==> config.mk <==
export PLATFORM = sky130hd
export DESIGN_NAME = ifu
export DESIGN_NICKNAME = d
export VERILOG_FILES = /design/src/rtl/ifu_pkg.sv /design/src/rtl/ifu.sv
export SDC_FILE = /design/constraint.sdc
export NUM_CORES = 1
export LEC_CHECK = 0
export BUFFER_PORTS_ARGS = -buffer_cell sky130_fd_sc_hd__buf_2
export CAP_MARGIN = 20
export CELL_PAD_IN_SITES_DETAIL_PLACEMENT = 0
export CELL_PAD_IN_SITES_GLOBAL_PLACEMENT = 2
export CORE_MARGIN = 2
export CORE_UTILIZATION = 28
export CTS_CLUSTER_DIAMETER = 40
export DETAILED_ROUTE_END_ITERATION = 10
export PLACE_DENSITY = 0.95
export SYNTH_ARGS = -nofsm -noshare
export SYNTH_HDL_FRONTEND = slang
export SYNTH_SLANG_ARGS = --single-unit
==> constraint.sdc <==
create_clock -name clk -period 4.35 [get_ports clk]
set_clock_uncertainty 0.15 [all_clocks]
set_input_delay 0 -clock clk [delete_from_list [all_inputs] [get_ports clk]]
set_output_delay 0 -clock clk [all_outputs]
set_load 0.03 [all_outputs]
==> src/rtl/ifu_pkg.sv <==
// Shared encodings for the front end: fetch FSM states, reset vector,
// instruction-type and ALU operation codes used by decode/execute.
package ifu_pkg;

  // First fetch address after reset unless the instantiating design overrides it.
  localparam logic [31:0] RESET_PC_DEFAULT = 32'h8000_0000;

  // Fetch FSM: issue request, wait for the response, hold the word for decode.
  typedef enum logic [1:0] {
    S_REQ  = 2'd0,
    S_WAIT = 2'd1,
    S_HOLD = 2'd2
  } ifu_state_e;

  // Instruction formats, resolved downstream from the opcode field.
  typedef enum logic [2:0] {
    INST_R = 3'd0,
    INST_I = 3'd1,
    INST_S = 3'd2,
    INST_B = 3'd3,
    INST_U = 3'd4,
    INST_J = 3'd5
  } inst_type_e;

  // ALU operations selected by decode from funct3/funct7.
  typedef enum logic [3:0] {
    ALU_ADD  = 4'd0,
    ALU_SUB  = 4'd1,
    ALU_SLL  = 4'd2,
    ALU_SLT  = 4'd3,
    ALU_SLTU = 4'd4,
    ALU_XOR  = 4'd5,
    ALU_SRL  = 4'd6,
    ALU_SRA  = 4'd7,
    ALU_OR   = 4'd8,
    ALU_AND  = 4'd9
  } alu_op_e;

  // Fetches are always word-aligned; low address bits of a target are ignored.
  function automatic logic [31:0] word_align(input logic [31:0] addr);
    return addr & 32'hFFFF_FFFC;
  endfunction

endpackage

==> src/rtl/ifu.sv <==
// Instruction fetch unit: one outstanding memory request at a time, a single
// holding register toward decode, and redirect handling that discards any
// response belonging to a fetch issued before the redirect.
module ifu
  import ifu_pkg::*;
#(
  parameter logic [31:0] RESET_PC = RESET_PC_DEFAULT
) (
  input  logic        clk,
  input  logic        rst_n,
  output logic        imem_req_valid,
  input  logic        imem_req_ready,
  output logic [31:0] imem_req_addr,
  input  logic        imem_rsp_valid,
  input  logic [31:0] imem_rsp_data,
  output logic        out_valid,
  input  logic        out_ready,
  output logic [31:0] out_inst,
  output logic [31:0] out_pc,
  input  logic        redirect_valid,
  input  logic [31:0] redirect_pc,
  output logic [31:0] fetch_cnt
);

  ifu_state_e  state_q, state_d;
  logic [31:0] pc_q, pc_d;
  logic        drop_q, drop_d;
  logic [31:0] inst_q, inst_d;
  logic [31:0] cnt_q, cnt_d;

  // Next-state logic; a redirect always wins over sequential advance.
  always_comb begin
    state_d = state_q;
    pc_d    = pc_q;
    drop_d  = drop_q;
    inst_d  = inst_q;
    cnt_d   = cnt_q;
    case (state_q)
      S_REQ: begin
        if (redirect_valid) begin
          pc_d = word_align(redirect_pc);
          // Request accepted this cycle belongs to the old path: drop its response.
          if (imem_req_ready) begin
            drop_d  = 1'b1;
            state_d = S_WAIT;
          end
        end else if (imem_req_ready) begin
          state_d = S_WAIT;
        end
      end
      S_WAIT: begin
        if (redirect_valid) begin
          pc_d = word_align(redirect_pc);
          if (imem_rsp_valid) begin
            // Stale response arrives together with the redirect: discard now.
            drop_d  = 1'b0;
            state_d = S_REQ;
          end else begin
            drop_d = 1'b1;
          end
        end else if (imem_rsp_valid) begin
          if (drop_q) begin
            drop_d  = 1'b0;
            state_d = S_REQ;
          end else begin
            inst_d  = imem_rsp_data;
            state_d = S_HOLD;
          end
        end
      end
      S_HOLD: begin
        // An instruction consumed in the same cycle as a redirect still counts.
        if (out_ready) begin
          cnt_d = cnt_q + 32'd1;
        end
        if (redirect_valid) begin
          pc_d    = word_align(redirect_pc);
          state_d = S_REQ;
        end else if (out_ready) begin
          pc_d    = pc_q + 32'd4;
          state_d = S_REQ;
        end
      end
      default: begin
        state_d = S_REQ;
      end
    endcase
  end

  // State registers with synchronous active-low reset; reset abandons any in-flight fetch.
  always_ff @(posedge clk) begin
    if (!rst_n) begin
      state_q <= S_REQ;
      pc_q    <= RESET_PC;
      drop_q  <= 1'b0;
      inst_q  <= 32'd0;
      cnt_q   <= 32'd0;
    end else begin
      state_q <= state_d;
      pc_q    <= pc_d;
      drop_q  <= drop_d;
      inst_q  <= inst_d;
      cnt_q   <= cnt_d;
    end
  end

  // Handshake outputs are gated by reset so nothing is issued or delivered during it.
  assign imem_req_valid = rst_n && (state_q == S_REQ);
  assign imem_req_addr  = pc_q;
  assign out_valid      = rst_n && (state_q == S_HOLD);
  assign out_inst       = inst_q;
  assign out_pc         = pc_q;
  assign fetch_cnt      = cnt_q;

endmodule
==> metrics.txt, run 1 <==
commonest cells after routing, fill and taps aside 193 x buf_2, 102 x nand2_1, 97 x dfxtp_1, 70 x dlygate4sd3_1, 62 x nor2_1; Clock Path Buffers 2; Yosys reg bits 97; Critical Path Start Type flip-flop; drt drc 0; Die ar. 18900 sq um; number of synthesized flops with an enable pin 0; top_reg_cell synth dfxtp_1; detailed placement HPWL a little over 10000 microns; GRT Overall Usage 15.8%; post-route ant nets 0; Worst-Margin Slew 969 ps; Fmax achieved 353 MHz; Vias around 5100; cell family with most CP delay compound AO/OA/AOI/OAI gates; Clock transition at path regs approximately 70 ps; Die Wd around 140 microns; Pwr Density 317 nW/um^2; outcome finished clean; number of setup violations in the final report 0; Row Count 48; Worst setup EP type flip-flop; Initial Util between 20% and 30%; layout net count 911; GRT met3 Usage roughly 3.2%; max-slew violation count 0; Setup WS pre-CTS 1760 ps; post-layout min period around 2800 ps; IO buf count 193; Mean Syn Cell Area around 7.9 sq um; Num CTS Buffers 9; Worst Hold Endpoint imem_req_addr[16]$_SDFFE_PN0P_; fraction of layout cells with a size suffix above 1 28.3%; Seq/Total Area, Yosys 39.0%; # fillers approximately 1800; share of synthesized registers carrying an async set or reset 0%; Maximum Capacitance Violations 0; slowest stage delay, CP 820 ps; required time of the worst setup path between 4000 and 5000 ps; antenna violations before repair 0; most common cell after layout, fill and taps aside buf_2; Routed WL between 15000 and 20000 microns; slowest cell on the critical path a21o_1; Hold Startpoint redirect_valid; largest net degree at the start of global routing 50; WL per Instance around 14 microns; clock sinks slightly below 100; Synth area leader dfxtp_1; P&R area growth vs syn 39.2%; Placed Cells 982; Die Ht 137 microns; first-pass GRT wire length about 24000 microns; vias per cell 4.80; grt met1 use 21.2%; CTS tree built; CP bufs+invs 1; post-route design area 6940 sq um; reg-to-reg startpoint state_q[0]$_SDFFE_PN0P_; crit-path max FO 27; Final Hold Viols 0; WP data arrival just under 3000 ps; reg-to-reg critical path endpoint imem_req_addr[20]$_SDFFE_PN0P_; post-CTS resize count 0; Tcrit/Tclk final around two thirds; largest cells by area after synthesis dfxtp_1 39%, nand2_1 7.7%, a21oi_1 5.3%; Pre-Repair DR Iteration Count 4; Worst Slack Setup Final between 1500 and 2000 ps; Synth cell types 66; Max VDD drop between 0.0002 and 0.00025 V; dpl cell area approximately 6000 sq um; gpl congestion ~0.76; H-tree depth 3; Clk Tree Root Cell clkbuf_16; Hold Path Class in2reg; Cell Area, Synth 4980 sq um; type of the worst setup path reg2reg; unrepaired setup endpoints after global routing false; Setup TNS 0 ps; busiest layer in global routing met2; Clk Latency, worst-skew pair about 340 ps; crit path from state_q[0]$_SDFFE_PN0P_; worst reg2reg path depth 4; Final Util about two fifths; vias in the first global route between 4000 and 5000; I/O pin cnt 200; worst path cell trace a21o_1, nor2_1, o311a_1, dlygate4sd3_1; core area between 15000 and 20000 sq um; DR iter-0 viols a little under 200; Layout Cells excl Fill approximately 1100; area share of the largest cell type after synthesis about two fifths; GRT met2 Usage 25.2%; R2R Setup Slk between 1500 and 2000 ps; warning count from the yosys run 0; Max transition margin approximately 35%; Worst Hold Depth 4; Lkg Pwr 0.00291 uW; grt ovf 0; Post-Syn Instances roughly 640
[per-stage QoR]
stage,hold WS (ps),power (uW)
after floorplan,-14.0,1170
after detailed placement,95.0,1250
after CTS,114,2230
final,141,2200
after global placement,82.9,1250
after global routing,169,2290
[kinds of logic (layout without fill, tap and decap cells)]
| logic type | count (synthesis) | in the layout | share of synthesized area (%) |
|---|---|---|---|
| other | 1 | 5 | 0.0752 |
| xor gates and xnor gates | 27 | 27 | 4.74 |
| muxes | 4 | 4 | 0.803 |
| buffers and inverters | 89 | 295 | 9.61 |
| DFF | 97 | 97 | 39.0 |
| and+or+nand+nor | 294 | 294 | 30.2 |
| AOI/OAI and AO/OA | 121 | 121 | 15.1 |
| adders and majority gates | 2 | 2 | 0.502 |
[registers in the layout (all words and copies together) (netlist names)]
register	count
drop_q	1
imem_req_addr	30
fetch_cnt	32
state_q	2
out_inst	32
[worst max path at each step]
stage	to	slack (ps)	depth (start not counted)
floorplan	fetch_cnt[19]$_SDFFE_PN0P_	2190	6
global placement	imem_req_addr[28]$_SDFFE_PN0P_	1770	6
detailed placement	imem_req_addr[28]$_SDFFE_PN0P_	1760	6
CTS	imem_req_addr[20]$_SDFFE_PN0P_	1490	4
global route	imem_req_addr[20]$_SDFFE_PN0P_	1280	6
finish	imem_req_addr[20]$_SDFFE_PN0P_	1520	4
[layout make-up]
type	instances	area [sq um]	share of cell area, %
Clock inverter	7	116	1.68
Clock buffer	9	225	3.25
Multi-Input combinational cell	452	2590	37.3
Tap cell	225	282	4.06
Sequential cell	97	1940	28.0
Timing Repair Buffer	270	1750	25.2
Antenna cell	1	2.50	0.0361
Inverter	9	33.8	0.487
[where the power goes]
group	switching [uW]	internal [uW]	leakage, uW	total [uW]
combinational	194	128	0.00195	322
clock	356	562	0.000166	918
sequential	41.8	915	0.000789	957
total	592	1610	0.00291	2200
[layer usage]
metal | routed length (microns) | vias up
li1 | - | 2612
met1 | 7020 | 2371
met2 | 7180 | 139
met3 | 927 | 16
met4 | 274 | 0
met5 | 0 | -
[Yosys cell counts, types with 7 or more instances]
| cell | count |
|---|---|
| a21oi_1 | 53 |
| and4_1 | 8 |
| buf_4 | 35 |
| clkbuf_1 | 38 |
| dfxtp_1 | 97 |
| inv_1 | 8 |
| nand2_1 | 102 |
| nand3_1 | 27 |
| nand4_1 | 17 |
| nor2_1 | 62 |
| nor3_1 | 18 |
| nor4_1 | 9 |
| o21ai_0 | 10 |
| o21ai_1 | 10 |
| or3_1 | 7 |
| xnor2_1 | 14 |
| xor2_1 | 13 |
[worst min-delay path, stage by stage]
cell     delay, ps
buf_2          140
nor3b_2         50
buf_4          240
a21oi_1        150
[repair_timing]
action	4_1_cts	5_1_grt
hold buffers	70	0
buffers inserted	0	0
hold endpoints to repair	65	0
Note: power is estimated with default switching activity, not from simulation.
==> run 2: changes to the inputs <==
- ABC_AREA: unset -> 1
- CORE_UTILIZATION: 28 -> 25
- PLACE_DENSITY: 0.95 -> 0.92
- clock period: 4.35 -> 2.9 ns (I/O delays scaled with it)
==> run 2 against run 1 <==
- die area grew 24%
- synthesized cell count is 39% higher
- hold slack worse by 61 ps
- sequential power increased by 50%
- area after synthesis grew 11%
- wire length rose by 20%
- core utilization is 5.5 points lower
- critical endpoint is now drop_q$_SDFFE_PN0P_
- largest cell class unchanged
- largest power group unchanged
==> metrics.txt, run 2 <==
Clk Tree Root Cell clkbuf_16; Lkg Pwr 0.00324 uW (+11%); first-pass GRT wire length 30000 microns (+27%); layout net count 1178 (+29%); H-tree depth 3 (unchanged); reg-to-reg startpoint state_q[0]$_SDFFE_PN0P_; drt drc 0 (unchanged); Seq/Total Area, Yosys 35.0% (-3.9 points); Die ar. 23400 sq um (+24%); type of the worst setup path reg2reg; DR iter-0 viols 228 (+18%); top_reg_cell synth dfxtp_1; area share of the largest cell type after synthesis 35.0% (-3.9 points); Worst-Margin Slew 636 ps (-333 ps); Post-Syn Instances 885 (+39%); Maximum Capacitance Violations 0 (unchanged); Pre-Repair DR Iteration Count 4 (unchanged); reg-to-reg critical path endpoint drop_q$_SDFFE_PN0P_; Synth area leader dfxtp_1; Mean Syn Cell Area 6.26 sq um (-20%); Num CTS Buffers 9 (unchanged); core area 21800 sq um (+26%); Clock Power Share 38.4% (-3.4 points); CTS tree built; max-slew violation count 0 (unchanged); Clk Latency, worst-skew pair 350 ps (about the same); vias per cell 4.46 (-7.1%); Sw Pwr 949 uW (+60%); Layout Cells excl Fill 1391 (+30%); Clock Path Buffers 2 (unchanged); most common cell after layout, fill and taps aside nand2_1; Critical Path Start Type flip-flop; WL per Instance 13.3 microns (-7.5%); Setup Fix Bufs, Post-CTS 0 (unchanged); crit-path max FO 3 (-89%); Hold Startpoint rst_n; detailed placement HPWL 13300 microns (+28%); Routed WL 18500 microns (+20%); fraction of layout cells with a size suffix above 1 21.2% (-7.2 points); commonest cells after routing, fill and taps aside 245 x nand2_1, 193 x buf_2, 170 x nor2_1, 97 x dfxtp_1; required time of the worst setup path 3040 ps (-1390 ps); Clock transition at path regs 70 ps (about the same); P_int 2260 uW (+41%); diode count 0 (-1); Comb power frac 16.8% (+2.1 points); Cell Area, Synth 5540 sq um (+11%); Placed Cells 1307 (+33%); post-layout min period 2250 ps (-585 ps); number of synthesized flops with an enable pin 0 (unchanged); P&R area growth vs syn 35.8%; Tcrit/Tclk final 77.5% (+12 points); Max transition margin 57.6% (+22 points); vias in the first global route 5837 (+25%); # fillers 2419 (+31%); gpl congestion 0.849 (+12%); Setup TNS 0 ps (unchanged); Initial Util 25.4% (-3.3 points); WP data arrival 2390 ps (-520 ps); most instantiated library cell after synthesis nand2_1; total power draw 3210 uW (+46%); Worst setup EP type flip-flop; largest cells by area after synthesis dfxtp_1 35%, nand2_1 17%, nor2_1 12%; unrepaired setup endpoints after global routing false; Die Wd 153 microns (+11%); Synth cell types 31 (-53%); number of setup violations in the final report 0 (unchanged); sequential share of power 44.8% (+1.3 points); post-route ant nets 0 (unchanged); warning count from the yosys run 0 (unchanged); R2R Setup Slk 650 ps (-870 ps); I/O pin cnt 200 (unchanged); Max VDD drop 0.000247 V (+14%); IO buf count 193 (unchanged); crit path from state_q[0]$_SDFFE_PN0P_; Switching Share 29.6% (+2.6 points); clock sinks 97 (unchanged); Fmax achieved 445 MHz (+26%); Yosys reg bits 97 (unchanged); Hold Path Class in2reg; GRT Overall Usage 15.8% (-0.032 points); post-CTS resize count 0 (unchanged); share of synthesized registers carrying an async set or reset 0% (unchanged); worst reg2reg path depth 8 (+4); worst hold slack 80.5 ps (-60.5 ps); hold buffers post-CTS 68 (-2.9%); Final Hold Viols 0 (unchanged); Die Ht 153 microns (+11%); top post-synthesis cells by count 245 x nand2_1, 171 x nor2_1, 97 x dfxtp_1; Row Count 54 (+13%); outcome finished clean; antenna violations before repair 0 (unchanged); Setup crit end drop_q$_SDFFE_PN0P_; largest net degree at the start of global routing 51 (+2.0%); Vias 6205 (+21%); Pwr Density 427 nW/um^2 (+35%); grt ovf 0 (unchanged)
[run 2: changes by cell type after synthesis, sizes merged, moves of 11 or more]
cell / previous run / this run
o21a: 0 / 24
nor2: 62 / 182
nor3: 21 / 7
xnor2: 14 / 3
nand4: 19 / 7
inv: 9 / 71
o21ai: 20 / 63
nand3: 28 / 49
nand2: 103 / 248
clkbuf: 38 / 16
nor4: 15 / 1
[run 2: logic make-up after synthesis]
group,after synthesis,share of synthesized area [%]
AND/OR/NAND/NOR,503,37.5
AO/OA/AOI/OAI,143,14.2
buffers and inverters,133,11.8
flip-flops,97,35.0
XOR/XNOR,6,0.948
adder cells (fa/ha/maj),2,0.451
other,1,0.0677
[run 2: worst max-delay path: stages, from the launching register on]
cell and delay (ps):
dfxtp_1 370, inv_1 80, nor2_1 150, nand2_1 70, o21ai_0 90, nand2_1 70
dlygate4sd3_1 560, a21oi_1 110, dlygate4sd3_1 550
[run 2: worst min-delay path by stage]
stage                                    end  depth (start not counted)
2_1_floorplan  imem_req_addr[2]$_SDFFE_PN0P_                          2
3_3_place_gp       out_inst[25]$_SDFFE_PN0P_                          3
3_5_place_dp       out_inst[21]$_SDFFE_PN0P_                          3
4_1_cts           fetch_cnt[21]$_SDFFE_PN0P_                          4
5_1_grt           fetch_cnt[17]$_SDFFE_PN0P_                          4
6_report          fetch_cnt[21]$_SDFFE_PN0P_                          4
[run 2: stage by stage]
stage	utilization, %	setup slack (ps)	instance area, sq um
floorplan	-	905	5550
global placement	30.0	841	6550
detailed placement	30.0	819	6550
CTS	34.5	653	7530
global route	34.5	507	7530
finish	34.5	652	7530
[run 2: area by class of cell]
type / count / area (sq um) / share of cell area (%)
clock buffers: 10 / 229 / 3.04
multi-input cells: 658 / 2970 / 39.4
well taps: 280 / 350 / 4.66
repair buffers: 269 / 1710 / 22.7
flip-flops and latches: 97 / 1940 / 25.8
inverters: 71 / 267 / 3.54
clock inverters: 6 / 65.1 / 0.865
[run 2: power groups by stage]
stage               Sequential (uW)  Combinational [uW]  Clock, uW
floorplan                      1540                 267          0
global placement               1470                 469          0
detailed placement             1470                 471          0
CTS                            1440                 544       1280
global route                   1450                 592       1330
finish                         1440                 541       1230
[run 2: per-layer routing]
| metal | part of all wire [%] | track usage [%] |
|---|---|---|
| met1 | 46 | 20.8 |
| met2 | 47 | 26.5 |
| met3 | 5.7 | 3.03 |
| met4 | 1.1 | 4.10 |
| met5 | 0 | 0 |
